==> config.mk <==
export PLATFORM = sky130hd
export DESIGN_NAME = rpn_controller
export DESIGN_NICKNAME = d
export VERILOG_FILES = /design/src/rtl/calc_pkg.sv /design/src/rtl/seq_divider.sv /design/src/rtl/rpn_controller.sv
export SDC_FILE = /design/constraint.sdc
export NUM_CORES = 2
export LEC_CHECK = 0
export ABC_AREA = 1
export CORE_MARGIN = 3
export CORE_UTILIZATION = 45
export CTS_CLUSTER_SIZE = 20
export DETAILED_ROUTE_END_ITERATION = 12
export GPL_TIMING_DRIVEN = 0
export PLACE_DENSITY_LB_ADDON = 0.08
export SETUP_SLACK_MARGIN = 0.05
export SYNTH_ARGS = -nofsm -noshare
export SYNTH_HDL_FRONTEND = slang
export SYNTH_SLANG_ARGS = --single-unit
==> constraint.sdc <==
create_clock -name clock -period 5.5 [get_ports clock]
set_input_delay 0.825 -clock clock [delete_from_list [all_inputs] [get_ports clock]]
set_output_delay 0.825 -clock clock [all_outputs]
set_load 0.02 [all_outputs]
==> src/rtl/calc_pkg.sv <==
// rtl/calc_pkg.sv - key codes, FSM states and digit decode for the RPN controller
package calc_pkg;

    localparam logic [4:0] KEY_DIGIT_1 = 5'b10000;
    localparam logic [4:0] KEY_DIGIT_4 = 5'b10001;
    localparam logic [4:0] KEY_DIGIT_7 = 5'b10010;
    localparam logic [4:0] KEY_DIGIT_0 = 5'b10011;
    localparam logic [4:0] KEY_DIGIT_2 = 5'b10100;
    localparam logic [4:0] KEY_DIGIT_5 = 5'b10101;
    localparam logic [4:0] KEY_DIGIT_8 = 5'b10110;
    localparam logic [4:0] KEY_DIGIT_3 = 5'b11000;
    localparam logic [4:0] KEY_DIGIT_6 = 5'b11001;
    localparam logic [4:0] KEY_DIGIT_9 = 5'b11010;

    localparam logic [4:0] KEY_PUSH = 5'b11100;
    localparam logic [4:0] KEY_ADD  = 5'b11101;
    localparam logic [4:0] KEY_SUB  = 5'b11110;
    localparam logic [4:0] KEY_MUL  = 5'b11111;
    localparam logic [4:0] KEY_DIV  = 5'b10111;
    localparam logic [4:0] KEY_CLR  = 5'b11011;

    typedef enum logic [1:0] {
        IDLE = 2'd0,
        DIV  = 2'd1,
        DONE = 2'd2
    } state_t;

    typedef struct packed {
        logic       valid;
        logic [3:0] value;
    } digit_t;

    // Map a numpad code onto its digit value; valid is low for command codes.
    function automatic digit_t decode_digit(input logic [4:0] code);
        digit_t d;
        d.valid = 1'b1;
        d.value = 4'd0;
        case (code)
            KEY_DIGIT_0: d.value = 4'd0;
            KEY_DIGIT_1: d.value = 4'd1;
            KEY_DIGIT_2: d.value = 4'd2;
            KEY_DIGIT_3: d.value = 4'd3;
            KEY_DIGIT_4: d.value = 4'd4;
            KEY_DIGIT_5: d.value = 4'd5;
            KEY_DIGIT_6: d.value = 4'd6;
            KEY_DIGIT_7: d.value = 4'd7;
            KEY_DIGIT_8: d.value = 4'd8;
            KEY_DIGIT_9: d.value = 4'd9;
            default:     d.valid = 1'b0;
        endcase
        return d;
    endfunction

endpackage

==> src/rtl/seq_divider.sv <==
// rtl/seq_divider.sv - restoring divider, one quotient bit per cycle
module seq_divider #(
    parameter int WIDTH = 32
) (
    input  logic             clock,
    input  logic             reset,
    input  logic             start,
    input  logic [WIDTH-1:0] dividend,
    input  logic [WIDTH-1:0] divisor,
    output logic [WIDTH-1:0] quotient,
    output logic             done
);
    localparam int CNTW = $clog2(WIDTH + 1);

    logic [WIDTH-1:0] rem_q, rem_d, quo_q, quo_d, div_q, div_d;
    logic [CNTW-1:0]  cnt_q, cnt_d;
    logic             done_q, done_d;

    logic [WIDTH-1:0] rem_in, quo_in, div_in, rem_out;
    logic [WIDTH:0]   shifted, diff;
    logic             q_bit;

    // The first iteration runs on the start edge itself so the last bit lands
    // WIDTH-1 cycles later and done lines up with the controller's DIV window.
    always_comb begin
        rem_in  = start ? '0 : rem_q;
        quo_in  = start ? dividend : quo_q;
        div_in  = start ? divisor : div_q;
        shifted = {rem_in, quo_in[WIDTH-1]};
        diff    = shifted - {1'b0, div_in};
        q_bit   = (shifted >= {1'b0, div_in});
        rem_out = q_bit ? diff[WIDTH-1:0] : shifted[WIDTH-1:0];

        rem_d  = rem_q;
        quo_d  = quo_q;
        div_d  = div_q;
        cnt_d  = cnt_q;
        done_d = 1'b0;
        if (start) begin
            rem_d = rem_out;
            quo_d = {quo_in[WIDTH-2:0], q_bit};
            div_d = divisor;
            cnt_d = CNTW'(WIDTH - 1);
        end else if (cnt_q != '0) begin
            rem_d  = rem_out;
            quo_d  = {quo_in[WIDTH-2:0], q_bit};
            cnt_d  = cnt_q - 1'b1;
            done_d = (cnt_q == CNTW'(1));
        end
    end

    // Divider state; reset abandons any division in flight.
    always_ff @(posedge clock or negedge reset) begin
        if (!reset) begin
            rem_q  <= '0;
            quo_q  <= '0;
            div_q  <= '0;
            cnt_q  <= '0;
            done_q <= 1'b0;
        end else begin
            rem_q  <= rem_d;
            quo_q  <= quo_d;
            div_q  <= div_d;
            cnt_q  <= cnt_d;
            done_q <= done_d;
        end
    end

    assign quotient = quo_q;
    assign done     = done_q;

endmodule

==> src/rtl/rpn_controller.sv <==
// rtl/rpn_controller.sv - numpad key to operand-stack transaction controller
module rpn_controller
    import calc_pkg::*;
#(
    parameter  int WIDTH = 32,
    parameter  int DEPTH = 32,
    parameter  int RADIX = 10,
    localparam int CW    = $clog2(DEPTH) + 1
) (
    input  logic             clock,
    input  logic             reset,
    input  logic [4:0]       pressed,
    input  logic [WIDTH-1:0] top,
    input  logic [WIDTH-1:0] next,
    input  logic [CW-1:0]    count,
    output logic             push,
    output logic             pop,
    output logic             write,
    output logic [WIDTH-1:0] new_value,
    output logic             busy,
    output logic             err
);
    localparam logic [2*WIDTH-1:0] RADIX_W = (2*WIDTH)'(RADIX);

    state_t           state_q, state_d;
    logic [4:0]       key_q, key_d;
    logic             push_q, push_d, pop_q, pop_d, write_q, write_d, err_q, err_d;
    logic [WIDTH-1:0] new_value_q, new_value_d;

    logic             key_edge, div_start, div_done, two_ops;
    logic [WIDTH-1:0] quotient;
    digit_t           dig;
    logic [WIDTH:0]   add_full;
    logic [2*WIDTH-1:0] mul_full, dig_full;

    assign key_edge = pressed[4] && (!key_q[4] || (key_q[3:0] != pressed[3:0]));
    assign dig      = decode_digit(pressed);
    assign two_ops  = (count >= CW'(2));
    assign add_full = {1'b0, next} + {1'b0, top};
    assign mul_full = {{WIDTH{1'b0}}, next} * {{WIDTH{1'b0}}, top};
    assign dig_full = {{WIDTH{1'b0}}, top} * RADIX_W + {{(2*WIDTH-4){1'b0}}, dig.value};

    seq_divider #(.WIDTH(WIDTH)) u_div (
        .clock    (clock),
        .reset    (reset),
        .start    (div_start),
        .dividend (next),
        .divisor  (top),
        .quotient (quotient),
        .done     (div_done)
    );

    // Decode one key edge per press into pulses; DIV and DONE drop key edges.
    always_comb begin
        state_d     = state_q;
        key_d       = pressed;
        push_d      = 1'b0;
        pop_d       = 1'b0;
        write_d     = 1'b0;
        err_d       = err_q;
        new_value_d = new_value_q;
        div_start   = 1'b0;
        case (state_q)
            IDLE: begin
                if (key_edge) begin
                    if (pressed == KEY_CLR) begin
                        new_value_d = '0;
                        write_d     = 1'b1;
                        err_d       = 1'b0;
                    end else if (!err_q) begin
                        if (dig.valid) begin
                            if (count == '0 || dig_full[2*WIDTH-1:WIDTH] != '0) begin
                                err_d = 1'b1;
                            end else begin
                                new_value_d = dig_full[WIDTH-1:0];
                                write_d     = 1'b1;
                            end
                        end else begin
                            case (pressed)
                                KEY_PUSH: begin
                                    if (count == CW'(DEPTH)) err_d  = 1'b1;
                                    else                     push_d = 1'b1;
                                end
                                KEY_ADD: begin
                                    if (!two_ops || add_full[WIDTH]) begin
                                        err_d = 1'b1;
                                    end else begin
                                        new_value_d = add_full[WIDTH-1:0];
                                        pop_d       = 1'b1;
                                        write_d     = 1'b1;
                                    end
                                end
                                KEY_SUB: begin
                                    if (!two_ops || next < top) begin
                                        err_d = 1'b1;
                                    end else begin
                                        new_value_d = next - top;
                                        pop_d       = 1'b1;
                                        write_d     = 1'b1;
                                    end
                                end
                                KEY_MUL: begin
                                    if (!two_ops || mul_full[2*WIDTH-1:WIDTH] != '0) begin
                                        err_d = 1'b1;
                                    end else begin
                                        new_value_d = mul_full[WIDTH-1:0];
                                        pop_d       = 1'b1;
                                        write_d     = 1'b1;
                                    end
                                end
                                KEY_DIV: begin
                                    if (!two_ops || top == '0) begin
                                        err_d = 1'b1;
                                    end else begin
                                        div_start = 1'b1;
                                        state_d   = DIV;
                                    end
                                end
                                default: ;
                            endcase
                        end
                    end
                end
            end
            DIV: begin
                if (div_done) begin
                    new_value_d = quotient;
                    pop_d       = 1'b1;
                    write_d     = 1'b1;
                    state_d     = DONE;
                end
            end
            DONE:    state_d = IDLE;
            default: state_d = IDLE;
        endcase
    end

    // Controller state, key history and registered output pulses.
    always_ff @(posedge clock or negedge reset) begin
        if (!reset) begin
            state_q     <= IDLE;
            key_q       <= 5'b00000;
            push_q      <= 1'b0;
            pop_q       <= 1'b0;
            write_q     <= 1'b0;
            err_q       <= 1'b0;
            new_value_q <= '0;
        end else begin
            state_q     <= state_d;
            key_q       <= key_d;
            push_q      <= push_d;
            pop_q       <= pop_d;
            write_q     <= write_d;
            err_q       <= err_d;
            new_value_q <= new_value_d;
        end
    end

    assign push      = push_q;
    assign pop       = pop_q;
    assign write     = write_q;
    assign err       = err_q;
    assign new_value = new_value_q;
    assign busy      = (state_q == DIV);

endmodule

-- Yosys cells after proc, flatten, opt, wreduce, memory -nomap -nowiden
Index checks and enable logic that the tools add are counted.
W data, S select, Z words.
- bits in latches: 0
- word-level logic and storage cells: 149
- output and inout bits: 37
- memory bits (read-only): 0
- memories: 0
- input port bits: 77
- memory bits (writable): 0
- register bits: 146
- reduce and logical (&&, ||, !) cells: 21
- shift operators: 0
- multipliers: 2
- muxes and demuxes: 73
- $add $sub $neg: 5
- bitwise gates (word level): 0
- divide/modulo/power cells: 0
- equal/unequal tests: 33
- $lt $le $gt $ge: 3
- operators with widths (cell ; number):
    $mux W32 ; 17
    $pmux W32 S3 ; 1
    $eq A5 B5 Y1 const B ; 16
    $mul A32 B32 Y64 ; 1
    $pmux W32 S2 ; 1
    $reduce_bool A32 Y1 ; 2
    $sub A32 B32 Y32 ; 2
    $mux W1 ; 39
    $add A36 B4 Y37 ; 1
    $pmux W4 S9 ; 1
    $mul A32 B3 Y35 const B ; 1
    $add A32 B32 Y33 ; 1
    $ge A33 B32 Y1 ; 1
    $logic_not A32 Y1 ; 1
    $lt A32 B32 Y1 ; 1
    $ne A5 B5 Y1 const B ; 3
    $mux W2 ; 7
    $mux W6 ; 2
    $ne A2 B2 Y1 const B ; 5
    $reduce_or A10 Y1 ; 1
    $reduce_and A9 Y1 ; 1
    $reduce_and A7 Y1 ; 1
    $eq A6 B1 Y1 const B ; 1
    $eq A6 B6 Y1 const B ; 1
    other kinds (20) ; 29

-- Depth between registers and ports, before layout
- depth after elaboration: 15
- gate-level depth with buffers: 44

-- Cells and area by module
From an unflattened synthesis, not the netlist that was laid out.
- cells, all modules: 7958
- area, all modules: 53832.9 um^2
- modules (own cells, without submodules) (module ; instances ; area each (um^2) ; seq. area each (um^2) ; cells an instance):
    rpn_controller ; 1 ; 46389.5 ; 1076.0 ; 6801
    seq_divider ; 1 ; 7443.4 ; 2577.5 ; 1157

-- Least setup slack after synthesis
OpenSTA, ideal clock, no wires.
- path type: in2reg
- start: input top[8]
- end: register new_value_q[10] (netlist: new_value[10])
- path slack: -2.189 ns
- buffers on the path: 3
- arrival: 7.572 ns
- setup time: 0.117 ns
- cell stages on the path: 37
- cell sequence: clkbuf_1 clkbuf_1 nand2_1 fa_1 inv_1 fa_1 inv_1 fa_1 inv_1 fa_1 fa_1 fa_1 fa_1 fa_1 ha_1 nand2_1 nor2_1 inv_1 nor2_1 nand2_1 nor2_1 nand2_1 nand4_1 nand2_1 inv_1 nand2_1 nor2_1 nand2_1 nor2_1 nand2_1 nand2_1 nand4_1 nand2_1 nand2_4 buf_6 nand2_1 nand2_1
- word-level cells in the longest chain between the ends: 8
- elaborated cells between the ends (all ways): 27
- those cells by class: add/sub (3); mul (2); order compare (1); eq/ne (4); mux (10); reduce/logical (7)
- ends and longest elaborated chain (item ; RTL line ; source):
    from (decl) ; rpn_controller.sv:13 ; input logic [WIDTH-1:0] top,
    branches (longest 8 deep; another with $add A36 B4 Y37) ; n/a ;
    to (signal assigned) ; rpn_controller.sv:155 ; new_value_q <= new_value_d;
    to (decl) ; rpn_controller.sv:28 ; logic [WIDTH-1:0] new_value_q, new_value_d;
Several ways; the timed one is not identified. The select of a mux whose other input is x is not followed.
A chain may end at the register's enable or synchronous reset.

-- Worst setup path after layout
- start: input top[28]
- end: register new_value_q[21] (netlist: new_value[21])
- word-level cells in the longest chain between the ends: 6
- elaborated cells between the ends (all ways): 16
- those cells by class: add/sub (2); mul (2); order compare (1); eq/ne (4); reduce/logical (7)
- ends and longest elaborated chain (item ; RTL line ; source):
    $mul A32 B3 Y35 ; rpn_controller.sv:41 ; assign dig_full = {{WIDTH{1'b0}}, top} * RADIX_W + {{(2*WIDTH-4){1'b0}}, dig.value};
    $add A36 B4 Y37 ; rpn_controller.sv:41 ;
    $reduce_bool A32 Y1 ; rpn_controller.sv:72 ; if (count == '0 || dig_full[2*WIDTH-1:WIDTH] != '0) begin
    $logic_or A1 B1 Y1 ; rpn_controller.sv:72 ;
    $ne A4 B4 Y1 (no line) ; n/a ;
    $reduce_and A9 Y1 (no line) * ; n/a ;
Mark *: on every way between the ends. The rest lies on a longest branch, timed or not.

==> results_dict.tcl <==
set metrics [dict create \
    status "complete, but fails checks" \
    violations "negative setup slack" \
    maxSlewViolCount 0 \
    r2r_end "u_div.rem_q[26]$_DFFE_PN0P_" \
    cp.arrival_ns 8.66 \
    cts_tree "built" \
    gr-total-overflow 0 \
    netlist_area_um2 52200 \
    antenna_found_initial 4 \
    cap_violations 0 \
    yosysWarnings 0 \
    yosysMostFrequentCell "nand2_1" \
    clockBufferDepth 3 \
    avgRoutedWirePerCell_um 26.5 \
    drt-initial-drc-count 5991 \
    initial_utilization 0.455 \
    top_level_ports 114 \
    synth.area.top_cells "fa_1 34%, nand2_1 16%, inv_1 14%" \
    critPathSlowestCell "fa_1" \
    die-area_um2 120000 \
    grt_pass1_vias 50800 \
    reg2reg_from "key_q[0]$_DFF_PN0_" \
    synthArstFlopShare 1.00 \
    clkSinkCount 146 \
    finClkSkew_ns 0.0143 \
    grt_max_degree 80 \
    yosysTopAreaCellShare 0.345 \
    synth_common_cells "2,213 x nand2_1, 2,015 x inv_1, 900 x fa_1, 427 x ha_1, 397 x nor2_1" \
    crit_start "top[28]" \
    finalCriticalPeriod_ns 8.28 \
    hold_path.class "in2async" \
    startpoint_type "input pin" \
    cp_max_fo 10 \
    nets 9301 \
    synth_top_area_cell "fa_1" \
    core_area_um2 115000 \
    hold_viol 0 \
    cpMostUsedCell "fa_1" \
    synth-edff-count 0 \
    die_x_um 347 \
    synthFlopType "dfrtp_1" \
    postLayoutSetupSlackWorst_ns -2.78 \
    rsz0062_at_grt "true" \
    max_freq_mhz 121 \
    r2r_slack_ns 0.26 \
    avgSynthCellArea_um2 6.89 \
    gp_congestion 1.09 \
    wirelength_um 250000 \
    die_y_um 347 \
    clkLatencyLatePin_ns 0.49 \
    syn_nets 8982 \
    vias_per_cell 5.50 \
    cpPeakStageDelay_ns 0.60 \
    drc_errors 0 \
    cp.required_ns 5.88 \
    yosysSeqAreaShare 0.0699 \
    crit_type "in2reg" \
    dpl_worst_slack_ns -6.08 \
    drive_gt1_frac 0.128 \
    synth-seq-cells 146 \
    clk_pin_slew_ns 0.05 \
    ant_nets 0 \
    postCtsHoldBufs 0 \
    syn_to_final_growth_pct 20.1 \
    end_kind "register" \
    relSlewSlack 0.329 \
    vias 51800 \
    setup_violations 68 \
    rr_worst_depth 28 \
    numCtsBuffers 25 \
    hpwl_um 207000 \
    grtUsageTotal 0.410 \
    worstMarginPinSlew_ns 1.01 \
    ys_types 55 \
    cts_root_buf "clkbuf_16" \
    synth_cells 7578 \
    min_period_over_period 1.51 \
    cts.htree.levels 4 \
    grt_pass1_wl_um 356000 \
    io_buffer_count 113 \
    fp-row-count 124 \
    first_pass_iters 9 \
]
final cells by class:
type,count,area (um2)
Fill cell,11300,52000
Multi-Input combinational cell,5100,41500
Inverter,2022,7620
Buffer,310,4380
Sequential cell,146,3650
Timing Repair Buffer,292,2990
Tap cell,1512,1890
Clock buffer,27,653
Clock inverter,4,22.5
Antenna cell,3,7.51
critical path, delay by kind of cell:
family	cells	cell delay [ns]
fa+ha+maj	9	4.54
simple gates	20	2.22
buf+inv	6	0.98
metrics by stage:
step	hold slack, ns	setup TNS (ns)	utilization	instance area, um2	cells
finish	0.335	-110.44	0.547	62800	9416
global route	0.374	-120.41	0.547	62800	9413
CTS	0.361	-124.60	0.534	61300	9352
detailed placement	0.459	-295.36	0.487	55900	9204
global placement	0.456	-667.09	0.487	55900	9203
floorplan	0.440	-65.44	-	52900	7578
layer usage:
metal	vias to the layer above	GRT usage	wire length, um
li1	22900	-	-
met1	25400	0.569	103000
met2	2952	0.578	99000
met3	605	0.123	31200
met4	6	0.208	16100
met5	-	0.00667	312
logic make-up (layout without fill, tap and decap cells):
family,after synthesis,after routing,synth area share
mux,1,1,0.000192
flops,146,146,0.0699
other cells,0,3,0
compound gates,654,654,0.0692
xor+xnor,65,65,0.0110
simple gates,3053,3053,0.234
buf+inv,2332,2655,0.168
fa+ha+maj,1327,1327,0.447
state kept, by name, summed over array words and instances, names as in the netlist:
name	cells
u_div.done	1
err	1
key_q	5
pop	1
u_div.rem_q	32
u_div.cnt_q	6
state_q	2
u_div.quotient	32
write	1
new_value	32
push	1
u_div.div_q	32
what timing repair did:
action,in CTS,in global routing
endpoints found under the setup margin,68,68
cloned,3,6
gates resized for setup,1247,347
pin swaps,174,154
buffers inserted,114,55
layout by cell type, fill, tap and decap left out, drive strengths merged, types with 10 or more instances in the layout:
master	n
nand2	2222
inv	2015
fa	900
ha	427
nor2	408
buf	293
clkbuf	286
a21oi	275
nand3	274
o21ai	243
dfrtp	146
nand4	50
nor3	48
clkdlybuf4s50	47
o211ai	37
xor2	37
xnor2	28
o21bai	23
nand3b	15
o22ai	15
nor4	15
or2	14
a31oi	10
how the worst max path moves through the flow:
| stage | end | slack [ns] | cells past startpoint |
|---|---|---|---|
| finish | new_value[21]$_DFFE_PN0P_ | -2.78 | 35 |
| global route | new_value[8]$_DFFE_PN0P_ | -2.92 | 35 |
| CTS | new_value[19]$_DFFE_PN0P_ | -2.68 | 37 |
| detailed placement | new_value[12]$_DFFE_PN0P_ | -6.08 | 32 |
| global placement | new_value[12]$_DFFE_PN0P_ | -6.15 | 32 |
| floorplan | new_value[10]$_DFFE_PN0P_ | -1.90 | 39 |
Power is left out: the tool's default activity adds up to more than one toggle a clock period on the data nets, which glitch-free logic cannot reach.
